===== src/rtl/imm_extend_pipe.sv =====
`default_nettype none
// ============================================================================
// Module   : imm_extend_pipe
// Purpose  : Two-stage stallable immediate generator. It turns a raw
//            instruction immediate into a full-width operand or a
//            branch/jump target. Uses a valid/ready handshake on both sides.
// Revision : 1.0 - initial release
// ============================================================================
module imm_extend_pipe #(
  parameter int IMM_W  = 26,
  parameter int DATA_W = 32
) (
  input  logic              clock,
  input  logic              reset,
  input  logic              in_valid,
  output logic              in_ready,
  input  logic [IMM_W-1:0]  in_imm,
  input  logic [2:0]        in_mode,
  input  logic [DATA_W-1:0] in_pc,
  output logic              out_valid,
  input  logic              out_ready,
  output logic [DATA_W-1:0] out_data,
  output logic              out_err
);

  // Extension modes
  localparam logic [2:0] c_ZERO16  = 3'b000;
  localparam logic [2:0] c_SIGN16  = 3'b001;
  localparam logic [2:0] c_SIGN21  = 3'b010;
  localparam logic [2:0] c_SIGN26  = 3'b011;
  localparam logic [2:0] c_UPPER16 = 3'b100;
  localparam logic [2:0] c_BRANCH  = 3'b101;
  localparam logic [2:0] c_JUMP    = 3'b110;

  // A jump target keeps only the pc_plus4 bits above the shifted 26-bit field
  localparam logic [DATA_W-1:0] c_JMASK = {DATA_W{1'b1}} << (IMM_W + 2);

  // Stage registers
  logic              r_s1_v;
  logic [DATA_W-1:0] r_s1_ext;
  logic [DATA_W-1:0] r_s1_pc4;
  logic [2:0]        r_s1_mode;
  logic              r_s1_err;
  logic              r_s2_v;
  logic [DATA_W-1:0] r_s2_data;
  logic              r_s2_err;

  // Combinational helpers
  logic              w_s1_adv;
  logic              w_s2_adv;
  logic [15:0]       w_f16;
  logic [20:0]       w_f21;
  logic [25:0]       w_f26;
  logic [DATA_W-1:0] w_sext16;
  logic [DATA_W-1:0] w_ext;
  logic [DATA_W-1:0] w_pc4;
  logic [DATA_W-1:0] w_s2_res;

  assign w_f16 = in_imm[15:0];
  assign w_f21 = in_imm[20:0];
  assign w_f26 = in_imm[25:0];

  assign w_sext16 = {{(DATA_W-16){w_f16[15]}}, w_f16};
  assign w_pc4    = in_pc + DATA_W'(4);

  // A stage may take new contents when it is empty or the next one drains it
  assign w_s2_adv = !r_s2_v || out_ready;
  assign w_s1_adv = !r_s1_v || w_s2_adv;
  assign in_ready = w_s1_adv;

  // Stage-1 extension. JUMP carries its shifted field here and merges PC bits later.
  always_comb begin
    w_ext = '0;
    case (in_mode)
      c_ZERO16:  w_ext = {{(DATA_W-16){1'b0}}, w_f16};
      c_SIGN16:  w_ext = w_sext16;
      c_SIGN21:  w_ext = {{(DATA_W-21){w_f21[20]}}, w_f21};
      c_SIGN26:  w_ext = {{(DATA_W-26){w_f26[25]}}, w_f26};
      c_UPPER16: w_ext = DATA_W'({w_f16, 16'h0000});
      c_BRANCH:  w_ext = w_sext16 << 2;
      c_JUMP:    w_ext = DATA_W'({w_f26, 2'b00});
      default:   w_ext = '0;
    endcase
  end

  // Stage-2 result: the target arithmetic is finished here, wrapping modulo 2^DATA_W
  always_comb begin
    w_s2_res = r_s1_ext;
    case (r_s1_mode)
      c_BRANCH: w_s2_res = r_s1_pc4 + r_s1_ext;
      c_JUMP:   w_s2_res = (r_s1_pc4 & c_JMASK) | r_s1_ext;
      default:  w_s2_res = r_s1_ext;
    endcase
  end

  // Pipeline registers. Reset drops everything in flight and wins over transfers.
  always_ff @(posedge clock) begin
    if (reset) begin
      r_s1_v    <= 1'b0;
      r_s1_ext  <= '0;
      r_s1_pc4  <= '0;
      r_s1_mode <= 3'b000;
      r_s1_err  <= 1'b0;
      r_s2_v    <= 1'b0;
      r_s2_data <= '0;
      r_s2_err  <= 1'b0;
    end else begin
      if (w_s1_adv) begin
        r_s1_v <= in_valid;
        if (in_valid) begin
          r_s1_ext  <= w_ext;
          r_s1_pc4  <= w_pc4;
          r_s1_mode <= in_mode;
          r_s1_err  <= (in_mode == 3'b111);
        end
      end
      if (w_s2_adv) begin
        r_s2_v <= r_s1_v;
        if (r_s1_v) begin
          r_s2_data <= w_s2_res;
          r_s2_err  <= r_s1_err;
        end
      end
    end
  end

  assign out_valid = r_s2_v;
  assign out_data  = r_s2_data;
  assign out_err   = r_s2_err;

endmodule
`default_nettype wire


===== config.mk =====
export PLATFORM = sky130hd
export DESIGN_NAME = imm_extend_pipe
export DESIGN_NICKNAME = d
export VERILOG_FILES = /design/src/rtl/imm_extend_pipe.sv
export SDC_FILE = /design/constraint.sdc
export NUM_CORES = 1
export LEC_CHECK = 0
export ABC_CLOCK_PERIOD_IN_PS = 3900
export CORE_MARGIN = 5
export CORE_UTILIZATION = 48
export DETAILED_ROUTE_END_ITERATION = 8
export HOLD_SLACK_MARGIN = 0.08
export PLACE_DENSITY_LB_ADDON = 0.12
export SLEW_MARGIN = 0
export SYNTH_ARGS = -nofsm -noshare
export SYNTH_HDL_FRONTEND = slang
export SYNTH_SLANG_ARGS = --single-unit

===== constraint.sdc =====
create_clock -name clock -period 3.9 [get_ports clock]
set_clock_uncertainty 0.05 [all_clocks]
set_input_delay 0.585 -clock clock [delete_from_list [all_inputs] [get_ports clock]]
set_output_delay 0.585 -clock clock [all_outputs]
set_load 0.03 [all_outputs]

==> metrics.txt, run 1 <==
first-pass GRT wire length=31,600 um; CTS Hold Bufs=0; Die Ht=128 um; Initial Util=48.6%; Worst-Skew Late Latency=0.36 ns; critical hold path startpoint=r_s1_err; synthesized area=6720 um2; min Tclk post-route=2.86 ns; row count=43; Worst setup SP type=flop; Cell variety after synth=64; Avg Cell Area, Syn=7.61 um2; Mapped Cells=883; status=completed; Setup Fix Bufs, Post-CTS=0; Synthesized Nets=985; share of cells above drive strength 1=4.64%; Async S/R FF share, synth=0%; Final TNS setup=0 ns; most common cell after layout, fill and taps aside=nand2_1; GRT Total Usage=23.9%; initial antenna violation count=0; die area=16,500 um2; Die X=128 um; H-tree depth=3; Max transition margin=29.7%; clock-pin transition on the worst setup and hold timing paths=0.08 ns; Antenna Nets Post-Route=0; CORE AREA=13,800 um2; pwr/cell area=337 nW/um2; gr ovfl total=0; First-pass DRT Iterations=5; Antenna Cells=0; top_reg_cell synth=dfxtp_1; WHS=0.404 ns; Setup Crit Path Kind=flop to flop; slowest stage delay, CP=0.38 ns; unrepaired setup endpoints after global routing=no; Pleak=3.20 nW; final critical-path share of the clock period=73.3%; via count=6,703; Total Wirelength=19,900 um; most frequent cells in the layout=117 x nand2_1, 103 x dfxtp_1, 102 x nor2_1; CTS Buffer Depth=2; VDD IR-drop max=0.248 mV; Slowest-stage cell, CP=fa_1; count of state elements after synthesis=103; TritonCTS Buffers=9; FF-to-FF End=out_data[18]; # nets final=1,046; HP Class=flop to flop; # IOs=100; Clock Tree Root=clkbuf_16; crit path DAT=3.08 ns; final setup vio count=0; clock sinks=103; max cap viols=0; YS warnings=0; Post-synth EDFFs=0; DRT iter0 DRCs=515; Hold Path End=out_err; Max Fclk=0.350 GHz; gpl congestion=0.930; final hold vios=0; Vias/cell=5.94; WP data required=4.12 ns; Worst Max-Slew Pin Slew=1.05 ns; vias in the first global route=6,113; drt wl/cell=17.6 um; DP HPWL=15,100 um; critical path, cell by cell=ha_1, inv_1, fa_1, nor2b_1, o2111a_1, o211ai_1, and4_1, a211oi_4, xor2_1, nand2_1, a211oi_1; crit end category=flop; TritonCTS clock tree=yes; hold depth=2; cts repair resizes=0; CP Max Fanout=4; reg-to-reg slack, setup=1.04 ns; Reg-to-Reg Start=r_s1_ext[0]; # DRC=0; max-slew violations=0; number of buffers added on ports=99; Reg2Reg Depth=11; register area share after synthesis=30.7%; fillers=1,293; P&R area growth vs syn=20.4%; largest net degree at the start of global routing=71
## through the flow
| stage | util [%] | cells | setup WS [ns] | power (mW) | cell area, um2 |
|---|---|---|---|---|---|
| finish | 58.6 | 1129 | 1.04 | 2.73 | 8100 |
| floorplan | - | 883 | 1.40 | 1.57 | 6720 |
| global route | 58.6 | 1129 | 0.851 | 2.85 | 8100 |
| detailed placement | 56.3 | 1113 | 1.02 | 1.80 | 7790 |
| CTS | 58.6 | 1129 | 1.05 | 2.74 | 8100 |
| global placement | 56.3 | 1113 | 1.09 | 1.79 | 7790 |
## critical path: cells and delay by family (launching register included)
| family | cells | cell delay (ns) |
|---|---|---|
| AOI/OAI and AO/OA | 4 | 0.95 |
| xor gates and xnor gates | 1 | 0.20 |
| adders and majority gates | 2 | 0.60 |
| buffers and inverters | 1 | 0.07 |
| DFF | 1 | 0.36 |
| and+or+nand+nor | 3 | 0.53 |
## synth_stat cells (21+ instances only)
cell | number | area (um2)
dfxtp_1 | 103 | 2060
nor2_1 | 102 | 383
clkbuf_1 | 47 | 176
xnor2_1 | 21 | 184
a211oi_1 | 40 | 300
inv_1 | 37 | 139
a21oi_1 | 66 | 330
a22oi_1 | 23 | 173
nand2_1 | 117 | 439
o21ai_0 | 38 | 190
xor2_1 | 29 | 254
ha_1 | 36 | 450
nand3_1 | 26 | 130
## power breakdown
group          internal (mW)  switching (mW)  leakage, nW  total [mW]
sequential              1.12          0.0602        0.848        1.18
clock                  0.506           0.440        0.144       0.946
combinational          0.257           0.351         2.21       0.609
total                   1.88           0.852         3.20        2.73
## state kept, by name, indices dropped and copies added (netlist names)
register / count
out_err: 1
r_s1_ext: 32
r_s1_v: 1
r_s1_mode: 3
out_valid: 1
out_data: 32
r_s1_pc4: 32
r_s1_err: 1
## cell type report
cell class | count | area (um2) | area share [%]
clock buffer | 9 | 225 | 2.78
multi-input combinational | 683 | 4290 | 53.0
clock inverter | 7 | 82.6 | 1.02
timing repair buffer | 110 | 1070 | 13.2
tap | 180 | 225 | 2.78
sequential | 103 | 2060 | 25.5
inverter | 37 | 139 | 1.72
## per-layer routing
layer  share of wire (%)  GRT usage (%)
met3                 7.1           3.24
met2                  44           37.0
met1                  47           33.9
met5                   0              0
met4                 2.5           9.11
## worst max path at each step
stage	end	slack (ns)	start	cells past startpoint
CTS	out_data[18]	1.05	r_s1_ext[0]	11
detailed placement	r_s1_pc4[22]	1.02	in_pc[2]	7
finish	out_data[18]	1.04	r_s1_ext[0]	11
floorplan	out_data[26]	1.40	r_s1_ext[0]	11
global placement	r_s1_pc4[22]	1.09	in_pc[2]	7
global route	out_data[18]	0.85	r_s1_ext[0]	11
## kinds of logic (layout without fill, tap and decap cells)
| logic type | after synthesis | count (layout) | synth area share, % |
|---|---|---|---|
| simple gates | 318 | 318 | 21.6 |
| compound gates | 271 | 271 | 27.5 |
| flops | 103 | 103 | 30.7 |
| buf+inv | 97 | 163 | 5.66 |
| xor+xnor | 50 | 50 | 6.51 |
| fa+ha+maj | 37 | 37 | 7.00 |
| mux | 7 | 7 | 1.04 |
Power figures use the tool's default switching activity.
==> run 2, diff against run 1 <==
Settings changed: ABC_CLOCK_PERIOD_IN_PS 3900 to 2700.
Clock period 3.9 ns to 2.7 ns, I/O delays scaled along.
==> metrics.txt, run 2 (synthesis gave the netlist of run 1 again) <==
status=completed; max cap viols=0 (unchanged); row count=43 (unchanged); share of power burned in the clock network=35.3% (+0.7 points); met2 usage=42.7% (+5.7 points); Die Ht=128 um (unchanged); clock sinks=103 (unchanged); number of buffers added on ports=99 (unchanged); P&R area growth vs syn=26.9%; fillers=1,254 (-3.0%); vias in the first global route=6,592 (+7.8%); VDD IR-drop max=0.336 mV (+36%); CTS Buffer Depth=2 (unchanged); met3 Use GR=4.94% (+1.7 points); die area=16,500 um2 (unchanged); Worst-Skew Late Latency=0.36 ns (about the same); Setup Crit Path Kind=flop to flop; switching share of power=30.7% (-0.50 points); final cell count without fillers=1,173 (+3.9%); FF+latch area=2070 um2 (+0.24%); most frequent cells in the layout=117 x nand2_1, 102 x nor2_1, 101 x dfxtp_1; # nets final=1,090 (+4.2%); clock-pin transition on the worst setup and hold timing paths=0.07 ns (about the same); Clock Tree Root=clkbuf_16; min Tclk post-route=2.64 ns (-0.216 ns); Final TNS setup=0 ns (unchanged); Pleak=3.44 nW (+7.7%); Vias/cell=5.87 (-1.1%); CORE AREA=13,800 um2 (unchanged); TritonCTS clock tree=yes; Initial Util=48.6% (unchanged); Total Wirelength=22,000 um (+11%); gr busiest metal=met2; Die X=128 um (unchanged); gpl congestion=0.924 (-0.65%); First-pass DRT Iterations=5 (unchanged); Antenna Nets Post-Route=0 (unchanged); CP startpoint=r_s1_ext[0]; # DRC=0 (unchanged); largest net degree at the start of global routing=45 (-37%); TritonCTS Buffers=9 (unchanged); Max Fclk=0.378 GHz (+8.2%); gr ovfl total=0 (unchanged); unrepaired setup endpoints after global routing=yes; HP Class=flop to flop; WP data required=2.92 ns (-1.20 ns); crit end category=flop; DRT iter0 DRCs=676 (+31%); H-tree depth=3 (unchanged); Reg-to-Reg Start=r_s1_ext[0]; Max transition margin=54.2% (+25 points); final critical-path share of the clock period=97.9% (+25 points); # IOs=100 (unchanged); CP Max Fanout=4 (unchanged); critical hold path startpoint=r_s1_err; CTS Hold Bufs=0 (unchanged); switching power=1.26 mW (+48%); GRT Total Usage=26.6% (+2.7 points); crit path DAT=2.87 ns (-0.21 ns); most common cell after layout, fill and taps aside=nand2_1; Sequential Power Share=41.1% (-2.0 points); pwr/cell area=483 nW/um2 (+43%); max-slew violations=0 (unchanged); final setup vio count=0 (unchanged); setup ws final=0.0573 ns (-0.984 ns); share of cells above drive strength 1=9.97% (+5.3 points); Comb pwr share=23.5% (+1.2 points); initial antenna violation count=0 (unchanged); drt wl/cell=18.8 um (+6.5%); final hold vios=0 (unchanged); internal power=2.86 mW (+52%); DP HPWL=16,800 um (+11%); placed insts=1,156 (+3.9%); via count=6,885 (+2.7%); Worst setup SP type=flop; reg-to-reg slack, setup=0.06 ns (-0.98 ns); met1 GRT Util=37.1% (+3.2 points); area occupied by multi-input gates=4340 um2 (+1.0%); Layout Utilization=61.7% (+3.2 points); Worst Max-Slew Pin Slew=0.686 ns (-0.368 ns); first-pass GRT wire length=34,700 um (+9.8%); pre-CTS setup slack=-0.0157 ns (-1.03 ns); Antenna Cells=0 (unchanged)
[run 2: cell types whose count changed in the layout (fill, tap and decap cells not counted), moves of 2 or more]
| cell | change |
|---|---|
| dfxtp_1 | -2 |
| clkinv_4 | -3 |
| buf_4 | +41 |
| inv_6 | +3 |
| buf_12 | +3 |
[run 2: routing by layer]
layer  wire (um)  up-vias
met5           0        -
met4         372        0
met3        1470       31
met2        9800      236
met1       10400     3236
li1            -     3382
[run 2: critical path, stage by stage, from the launching register on]
cell and delay [ns]:
dfxtp_4 0.37, ha_4 0.14, inv_2 0.03, fa_2 0.35
nor2b_2 0.15, o2111a_1 0.24, o211ai_1 0.18, and4_1 0.27
a211oi_4 0.32, a21oi_2 0.13, xnor2_1 0.15, a211oi_1 0.19
[run 2: through the flow]
step	cell area [um2]	hold slack [ns]	power, mW
6_report	8530	0.405	4.12
5_1_grt	8530	0.437	4.30
4_1_cts	8480	0.407	4.12
3_5_place_dp	8150	0.397	2.68
3_3_place_gp	8150	0.391	2.66
2_1_floorplan	6720	0.382	2.27
[run 2: power groups by stage]
stage	registers (mW)	clock network, mW	logic [mW]
finish	1.70	1.46	0.970
global placement	1.72	0	0.933
detailed placement	1.73	0	0.949
global route	1.70	1.54	1.05
CTS	1.69	1.48	0.955
floorplan	1.75	0	0.523
[run 2: final timing paths]
kind              cells after the start            to
hold / removal                        2       out_err
hold reg to reg                       2       out_err
setup / recovery                     11  out_data[22]
setup reg to reg                     11  out_data[22]
[run 2: what timing repair did]
action                     CTS  global route
setup endpoints to repair    3            14
setup buffers                0             1
pin swaps                    1             9
gates resized for setup      0            14
[run 2: cell type report]
cell class                      count  area share, %
Clock inverter                      7           1.19
Clock buffer                        9           2.64
Multi-Input combinational cell    683           50.8
Sequential cell                   103           24.2
Inverter                           37           1.63
Timing Repair Buffer              154           16.9
Tap cell                          180           2.64
